===== src/rtl/alu_cmd_issuer_if.sv =====
// Handshake bundle for the ALU command-issue stage.
//   Command side : cmd_valid/cmd_ready handshake carrying cmd_a, cmd_b, cmd_fun,
//                  plus flush to discard everything buffered or pending.
//   Issue side   : issue_valid/alu_ready handshake carrying alu_a, alu_b,
//                  alu_fun and unit_sel toward the ALU unit decoder.
//   Status       : fifo_level (buffered entries, output stage excluded) and
//                  issue_count (wrapping count of completed issues).
// The slave modport is the issuer itself; master is whoever drives commands
// and plays the ALU (the testbench here).
interface alu_cmd_issuer_if #(
  parameter int DATA_WIDTH = 16,
  parameter int FIFO_DEPTH = 4
);
  localparam int LW = $clog2(FIFO_DEPTH) + 1;

  logic                  cmd_valid;
  logic                  cmd_ready;
  logic [DATA_WIDTH-1:0] cmd_a;
  logic [DATA_WIDTH-1:0] cmd_b;
  logic [3:0]            cmd_fun;
  logic                  flush;
  logic                  issue_valid;
  logic                  alu_ready;
  logic [DATA_WIDTH-1:0] alu_a;
  logic [DATA_WIDTH-1:0] alu_b;
  logic [3:0]            alu_fun;
  logic [1:0]            unit_sel;
  logic [LW-1:0]         fifo_level;
  logic [7:0]            issue_count;

  modport master (
    output cmd_valid, cmd_a, cmd_b, cmd_fun, flush, alu_ready,
    input  cmd_ready, issue_valid, alu_a, alu_b, alu_fun, unit_sel,
           fifo_level, issue_count
  );

  modport slave (
    input  cmd_valid, cmd_a, cmd_b, cmd_fun, flush, alu_ready,
    output cmd_ready, issue_valid, alu_a, alu_b, alu_fun, unit_sel,
           fifo_level, issue_count
  );
endinterface


===== src/rtl/alu_cmd_issuer.sv =====
// ALU command-issue stage. Commands accepted on the cmd handshake are queued
// in a small circular FIFO and handed one per cycle to a registered output
// stage that presents them to the ALU until alu_ready takes them.
// Ports:
//   clk  - rising-edge clock
//   rst  - asynchronous active-high reset
//   bus  - alu_cmd_issuer_if.slave (command input, issue output, status)
module alu_cmd_issuer #(
  parameter int DATA_WIDTH = 16,
  parameter int FIFO_DEPTH = 4
) (
  input  logic               clk,
  input  logic               rst,
  alu_cmd_issuer_if.slave    bus
);
  localparam int PW = $clog2(FIFO_DEPTH);
  localparam int LW = PW + 1;
  localparam int EW = 2 * DATA_WIDTH + 4;

  typedef enum logic {
    EMPTY,
    LOADED
  } state_t;

  state_t                state;
  logic [EW-1:0]         mem [FIFO_DEPTH];
  logic [EW-1:0]         head;
  logic [PW-1:0]         wr_ptr;
  logic [PW-1:0]         rd_ptr;
  logic [LW-1:0]         level;
  logic                  full;
  logic                  nonempty;
  logic                  push;
  logic                  pop;
  logic                  transfer;
  logic                  issue_valid_q;
  logic [DATA_WIDTH-1:0] alu_a_q;
  logic [DATA_WIDTH-1:0] alu_b_q;
  logic [3:0]            alu_fun_q;
  logic [7:0]            issue_count_q;

  // Ready looks only at registered occupancy and flush, so a pop in the same
  // cycle never frees a slot early and alu_ready has no path to cmd_ready.
  assign full          = (level == LW'(FIFO_DEPTH));
  assign nonempty      = (level != '0);
  assign bus.cmd_ready = ~full & ~bus.flush;
  assign push          = bus.cmd_valid & bus.cmd_ready;
  assign transfer      = (state == LOADED) & bus.alu_ready & ~bus.flush;
  // The output stage reloads when it is empty or its command is being taken.
  assign pop           = ~bus.flush & nonempty &
                         ((state == EMPTY) | bus.alu_ready);
  assign head          = mem[rd_ptr];

  assign bus.issue_valid = issue_valid_q;
  assign bus.alu_a       = alu_a_q;
  assign bus.alu_b       = alu_b_q;
  assign bus.alu_fun     = alu_fun_q;
  assign bus.unit_sel    = alu_fun_q[3:2];
  assign bus.fifo_level  = level;
  assign bus.issue_count = issue_count_q;

  // Storage array: no reset needed, occupancy is tracked by level/pointers.
  always_ff @(posedge clk) begin
    if (push) begin
      mem[wr_ptr] <= {bus.cmd_a, bus.cmd_b, bus.cmd_fun};
    end
  end

  // Pointers, occupancy, output-stage FSM and issue counter. Flush wins over
  // everything else but leaves the last presented command and the counter.
  always_ff @(posedge clk or posedge rst) begin
    if (rst) begin
      state         <= EMPTY;
      issue_valid_q <= 1'b0;
      alu_a_q       <= '0;
      alu_b_q       <= '0;
      alu_fun_q     <= '0;
      wr_ptr        <= '0;
      rd_ptr        <= '0;
      level         <= '0;
      issue_count_q <= '0;
    end else if (bus.flush) begin
      state         <= EMPTY;
      issue_valid_q <= 1'b0;
      wr_ptr        <= '0;
      rd_ptr        <= '0;
      level         <= '0;
    end else begin
      if (push) begin
        wr_ptr <= wr_ptr + PW'(1);
      end
      if (pop) begin
        rd_ptr                         <= rd_ptr + PW'(1);
        {alu_a_q, alu_b_q, alu_fun_q}  <= head;
      end
      if (push && !pop) begin
        level <= level + LW'(1);
      end else if (pop && !push) begin
        level <= level - LW'(1);
      end
      if (transfer) begin
        issue_count_q <= issue_count_q + 8'd1;
      end
      case (state)
        EMPTY: begin
          if (nonempty) begin
            state         <= LOADED;
            issue_valid_q <= 1'b1;
          end
        end
        LOADED: begin
          if (bus.alu_ready && !nonempty) begin
            state         <= EMPTY;
            issue_valid_q <= 1'b0;
          end
        end
        default: begin
          state         <= EMPTY;
          issue_valid_q <= 1'b0;
        end
      endcase
    end
  end
endmodule


===== src/flat_wrapper.sv =====
// flat-port wrapper written by rule: the top's interface ports become plain ports
module alu_cmd_issuer_flat 
#(
  parameter int DATA_WIDTH = 16,
  parameter int FIFO_DEPTH = 4
)
  (clk, rst, bus_cmd_valid, bus_cmd_a, bus_cmd_b, bus_cmd_fun, bus_flush, bus_alu_ready, bus_cmd_ready, bus_issue_valid, bus_alu_a, bus_alu_b, bus_alu_fun, bus_unit_sel, bus_fifo_level, bus_issue_count);
  alu_cmd_issuer_if #(.DATA_WIDTH(DATA_WIDTH), .FIFO_DEPTH(FIFO_DEPTH)) bus_i ();
  input  logic clk;
  input  logic rst;
  input wire logic [$bits(bus_i.cmd_valid)-1:0] bus_cmd_valid;
  input wire logic [$bits(bus_i.cmd_a)-1:0] bus_cmd_a;
  input wire logic [$bits(bus_i.cmd_b)-1:0] bus_cmd_b;
  input wire logic [$bits(bus_i.cmd_fun)-1:0] bus_cmd_fun;
  input wire logic [$bits(bus_i.flush)-1:0] bus_flush;
  input wire logic [$bits(bus_i.alu_ready)-1:0] bus_alu_ready;
  output wire logic [$bits(bus_i.cmd_ready)-1:0] bus_cmd_ready;
  output wire logic [$bits(bus_i.issue_valid)-1:0] bus_issue_valid;
  output wire logic [$bits(bus_i.alu_a)-1:0] bus_alu_a;
  output wire logic [$bits(bus_i.alu_b)-1:0] bus_alu_b;
  output wire logic [$bits(bus_i.alu_fun)-1:0] bus_alu_fun;
  output wire logic [$bits(bus_i.unit_sel)-1:0] bus_unit_sel;
  output wire logic [$bits(bus_i.fifo_level)-1:0] bus_fifo_level;
  output wire logic [$bits(bus_i.issue_count)-1:0] bus_issue_count;
  assign bus_i.cmd_valid = bus_cmd_valid;
  assign bus_i.cmd_a = bus_cmd_a;
  assign bus_i.cmd_b = bus_cmd_b;
  assign bus_i.cmd_fun = bus_cmd_fun;
  assign bus_i.flush = bus_flush;
  assign bus_i.alu_ready = bus_alu_ready;
  assign bus_cmd_ready = bus_i.cmd_ready;
  assign bus_issue_valid = bus_i.issue_valid;
  assign bus_alu_a = bus_i.alu_a;
  assign bus_alu_b = bus_i.alu_b;
  assign bus_alu_fun = bus_i.alu_fun;
  assign bus_unit_sel = bus_i.unit_sel;
  assign bus_fifo_level = bus_i.fifo_level;
  assign bus_issue_count = bus_i.issue_count;
  alu_cmd_issuer #(.DATA_WIDTH(DATA_WIDTH), .FIFO_DEPTH(FIFO_DEPTH)) u_core (.clk(clk), .rst(rst), .bus(bus_i));
endmodule

===== config.mk =====
export PLATFORM = sky130hd
export DESIGN_NAME = alu_cmd_issuer_flat
export DESIGN_NICKNAME = d
export VERILOG_FILES = /design/src/rtl/alu_cmd_issuer_if.sv /design/src/rtl/alu_cmd_issuer.sv /design/src/flat_wrapper.sv
export SDC_FILE = /design/constraint.sdc
export NUM_CORES = 1
export LEC_CHECK = 0
export CAP_MARGIN = 20
export CORE_MARGIN = 5
export CORE_UTILIZATION = 45
export DETAILED_ROUTE_END_ITERATION = 12
export GPL_TIMING_DRIVEN = 1
export HOLD_SLACK_MARGIN = 0.15
export PLACE_DENSITY_LB_ADDON = 0.08
export SYNTH_ARGS = -nofsm -noshare
export SYNTH_HDL_FRONTEND = slang
export SYNTH_SLANG_ARGS = --single-unit

===== constraint.sdc =====
create_clock -name clk -period 4.5 [get_ports clk]
set_input_delay 0.9 -clock clk [delete_from_list [all_inputs] [get_ports clk]]
set_output_delay 0.9 -clock clk [all_outputs]
set_load 0.05 [all_outputs]

# Yosys cells after proc, flatten, opt, wreduce, memory -nomap -nowiden
# Memories as Yosys holds them, arrays and structs flattened. A register that Yosys moved wholly into a read port is not among the register bits.
# Cells that the tools add are included.
# op_classes
add_sub_neg	5
mul	0
div_mod_pow	0
order_cmp	0
eq_ne	3
shifts	0
mux	17
n_bitwise	10
n_reduce_logical	13
# op_table
op	count
$mux W3	3
$add A8 B1 Y8 const B	1
$mux W1	8
$mux W2	4
$and A1 B1 Y1	6
$reduce_and A2 Y1	3
$reduce_bool A3 Y1	2
$add A2 B1 Y2 const B	2
$pmux W1 S2	2
$reduce_bool A2 Y1	2
$add A3 B1 Y3 const B	1
$eq A3 B3 Y1 const B	1
$logic_and A1 B1 Y1	3
$logic_not A1 Y1	3
$ne A3 B2 Y1 const B	1
$ne A3 B3 Y1 const B	1
$not A1 Y1	3
$sub A3 B1 Y3 const B	1
$or A1 B1 Y1	1
# totals
ff_bits	17
latchBits	0
mem_bits_rw	144
mem_bits_ro	0
out_inout_bits	51
wordCells	55
mem_count	1
# mem_list
name	words	word_bits	rd	rd_clocked_by_memory_dff	wr	line_no	source
u_core.mem	4	36	1	1	1	alu_cmd_issuer.sv:26	logic [EW-1:0] mem [FIFO_DEPTH];

# Depth between registers and ports, before layout
# logic_depth
ltp_word	9
depth_mapped	6
depth_no_buf	6

# Worst setup path after synthesis
# No wires, ideal clock.
# synth_path
path_type	input to output
from	input bus_flush
to	output bus_cmd_ready
t_arrival_ns	1.759
required_time_ns	3.600
slack_ns	1.841
path_stages	2
cell_sequence	clkbuf_1 nor2_1
# synth_between
elab_chain_cells	2
# synth_rtl
item	line_no	source
from (decl)	flat_wrapper.sv:15	input wire logic [$bits(bus_i.flush)-1:0] bus_flush;
$not A1 Y1 (no line)	n/a	
$and A1 B1 Y1	alu_cmd_issuer.sv:46	assign bus.cmd_ready = ~full & ~bus.flush;
to (decl)	flat_wrapper.sv:17	output wire logic [$bits(bus_i.cmd_ready)-1:0] bus_cmd_ready;
# No other way between the ends.

# Worst setup path in the final report
# Ends and elaborated chain as after synthesis.

==> metrics.md <==
| Metric | Value |
|---|---|
| Per-cell routed wire length | 19.9 µm |
| Vias in the first global route | 3840 |
| Met1 GRT Util | 0.201 |
| Least-Margin Pin Slew | 1040 ps |
| TritonCTS Buffers | 17 |
| Share of cells above drive strength 1 | 0.268 |
| Crit path DAT | 2410 ps |
| Pins Over Slew Limit | 0 |
| Setup ws final | 1190 ps |
| Syn Area/Cell | 21.0 µm² |
| Total power | 6.02 mW |
| Cell class contributing the biggest share of worst-path delay | buffers and inverters |
| Gate Count Post-Synth | 357 |
| Placement Rows | 47 |
| Final hold slack | 476 ps |
| Post-DP HPWL | 8820 µm |
| Fmax | 302 MHz |
| PwrDens | 649 nW/µm² |
| Area grow syn2layout | 23.4% |
| Clock sink count | 197 |
| DRT antenna net count | 0 |
| Ant. Diodes | 0 |
| Routed vias/inst | 5.22 |
| Full die area | 19400 µm² |
| Starting DRT DRC Count | 182 |
| Tot GR Track Use | 0.148 |
| Largest net degree at the start of global routing | 38 |
| GRT Residual Overflow | 0 |
| GPL Wtd Cong | 0.724 |
| Setup bufs post-CTS | 0 |
| Critical Path RT | 3600 ps |
| Final Hold Vio Count | 0 |
| Peak VDD IR | 0.000328 V |
| Largest stage delay, worst path | 810 ps |
| Initial antenna violation count | 1 |
| Worst relative slew slack | 0.306 |
| WL final | 13900 µm |
| Area taken by multi-input logic gates | 1740 µm² |
| Clk_skew | 11.4 ps |
| Die width | 139 µm |
| Die Y-Extent | 139 µm |
| Stages on worst setup path | 4 |
| Filler instances | 1302 |
| Buf/Inv on CP | 3 |
| Most used cell along the critical path | clkdlybuf4s50_1 |
| Hold depth | 1 |
| Critical-path maximum fanout | 16 |
| Seq/Total Area, Yosys | 0.752 |
| Clock latency on the worst-skew pair | 420 ps |
| Busiest layer in global routing | met2 |
| Commonest non-fill, non-tap cell in the layout | edfxtp_1 |
| Fin nets | 511 |
| CP max-delay cell | clkdlybuf4s50_1 |
| Via count | 3636 |
| HP Class | flip-flop to flip-flop |
| Setup_tns | 0 ps |
| Port bufs | 91 |
| CP endpoint kind | output pin |
| Longest Clk Path Bufs | 2 |
| Clock Tree Root | clkbuf_16 |
| Most frequent cells in the layout | edfxtp_1, clkdlybuf4s50_1, dfrtp_1 |
| Ys Warns | 0 |
| Leak | 3.20 nW |
| Grt met2 use | 0.242 |
| Hold-fix buffers at CTS | 0 |
| Final core occ | 0.563 |
| Worst-path cell chain | clkdlybuf4s50_1 > buf_4 > nor2_1 > clkdlybuf4s50_1 |
| Distinct cells, synth | 37 |
| Worst-path clk slew | 60 ps |
| RSZ-0062 raised after global routing | no |
| Global-route wire length before repair | 22000 µm |
| Core Region | 16500 µm² |
| Fin area | 9280 µm² |
| Outcome | finished, final reports clean |
| Non-Filler Instances | 697 |
| Tcrit/Tclk final | 0.735 |
| # DRC | 0 |
| CTS H-tree depth | 4 |
| Setup violations, final | 0 |
| DRT Pass-1 Iters | 4 |
| FF/Latch Area | 5650 µm² |
| Initial Utilization | 0.456 |
| DP Area | 8710 µm² |
| Post_cts resized | 0 |
| Max_cap viols | 0 |
| Yosys reg bits | 197 |
| Inst Count DP | 665 |
| GR Layer Usage met3 | 0.0360 |
| Startpoint Class | primary input |
| Mapped Area | 7510 µm² |
| FF-to-FF path depth | 6 |
| CTS tree | yes |
| Minimum clock period | 3310 ps |
| Minimum setup slack after placement | 1190 ps |
| IO Pins | 92 |
| Setup CP Type | primary input to output pin |
| Post-synth net total | 404 |
-- cells in the mapped netlist --
cell type | count | area, µm²
a21oi_1 | 2 | 10.0
and2b_1 | 1 | 7.51
and3_1 | 5 | 31.3
and3b_1 | 1 | 8.76
buf_2 | 2 | 10.0
buf_4 | 5 | 37.5
buf_6 | 3 | 33.8
clkbuf_1 | 5 | 18.8
dfrtp_1 | 53 | 1330
edfxtp_1 | 144 | 4320
fa_1 | 1 | 20.0
ha_1 | 5 | 62.6
inv_1 | 7 | 26.3
mux2_1 | 2 | 22.5
mux2_2 | 35 | 394
mux4_2 | 37 | 833
nand2_1 | 6 | 22.5
nand2b_1 | 3 | 18.8
nand3_1 | 2 | 10.0
nand4_1 | 3 | 18.8
nand4b_1 | 2 | 17.5
nor2_1 | 7 | 26.3
nor2b_1 | 2 | 12.5
nor3_1 | 1 | 5.00
nor3_4 | 2 | 32.5
nor3b_2 | 1 | 12.5
o211ai_1 | 1 | 7.51
o211ai_2 | 2 | 25.0
o21ai_0 | 1 | 5.00
o21ai_2 | 1 | 8.76
o311ai_0 | 1 | 8.76
o31ai_1 | 1 | 7.51
or3_1 | 1 | 6.26
or3_2 | 2 | 15.0
or3b_2 | 1 | 8.76
xnor2_1 | 7 | 61.3
xor2_1 | 2 | 17.5
-- power by group --
| group | internal, mW | switching, mW | leakage (nW) | total, mW |
|---|---|---|---|---|
| Clock | 0.820 | 0.620 | 0.274 | 1.44 |
| Sequential | 2.24 | 0.257 | 1.94 | 2.50 |
| Combinational | 0.890 | 1.19 | 0.982 | 2.08 |
-- cell type report --
type,instances,share of cell area
timing repair buffer,103,0.109
clock buffer,24,0.0530
clock inverter,8,0.00782
sequential,197,0.609
multi-input combinational,138,0.188
tap,220,0.0297
inverter,7,0.00283
-- cell families after synthesis --
kind of cell             Yosys count  share of synthesized area
adder cells (fa/ha/maj)            6                     0.0110
AO/OA/AOI/OAI                      9                    0.00966
XOR/XNOR                           9                     0.0105
multiplexers                      74                      0.166
buffers and inverters             22                     0.0168
flip-flops                       197                      0.752
AND/OR/NAND/NOR                   40                     0.0338
-- flip-flops by register name, indices dropped and copies added (netlist names) --
| signal | cells |
|---|---|
| u_core.mem | 144 |
| u_core.bus.alu_a | 16 |
| u_core.bus.alu_b | 16 |
| u_core.bus.issue_count | 8 |
| u_core.bus.alu_fun | 4 |
| u_core.bus.fifo_level | 3 |
| u_core.rd_ptr | 2 |
| u_core.wr_ptr | 2 |
| u_core.bus.issue_valid | 1 |
| u_core.state | 1 |
-- routing by layer --
layer | vias up | share of wire | routed length, µm
li1 | 1626 | - | -
met5 | - | 0.00079 | 11
met4 | 2 | 0.011 | 147
met1 | 1911 | 0.44 | 6170
met3 | 15 | 0.041 | 568
met2 | 82 | 0.50 | 6990
-- final timing paths --
kind | from | endpoint | slack [ps]
max | bus_flush | bus_cmd_ready | 1190
max reg2reg | u_core.bus.fifo_level[0] | u_core.bus.fifo_level[1] | 2090
min reg2reg | u_core.bus.issue_count[7] | u_core.bus.issue_count[7] | 480
min in group asynchronous | rst | u_core.bus.alu_fun[1] | 980
min | u_core.bus.issue_count[7] | u_core.bus.issue_count[7] | 480
max in group asynchronous | rst | u_core.rd_ptr[0] | 2730
No activity file was read; power rests on OpenSTA's default activity.
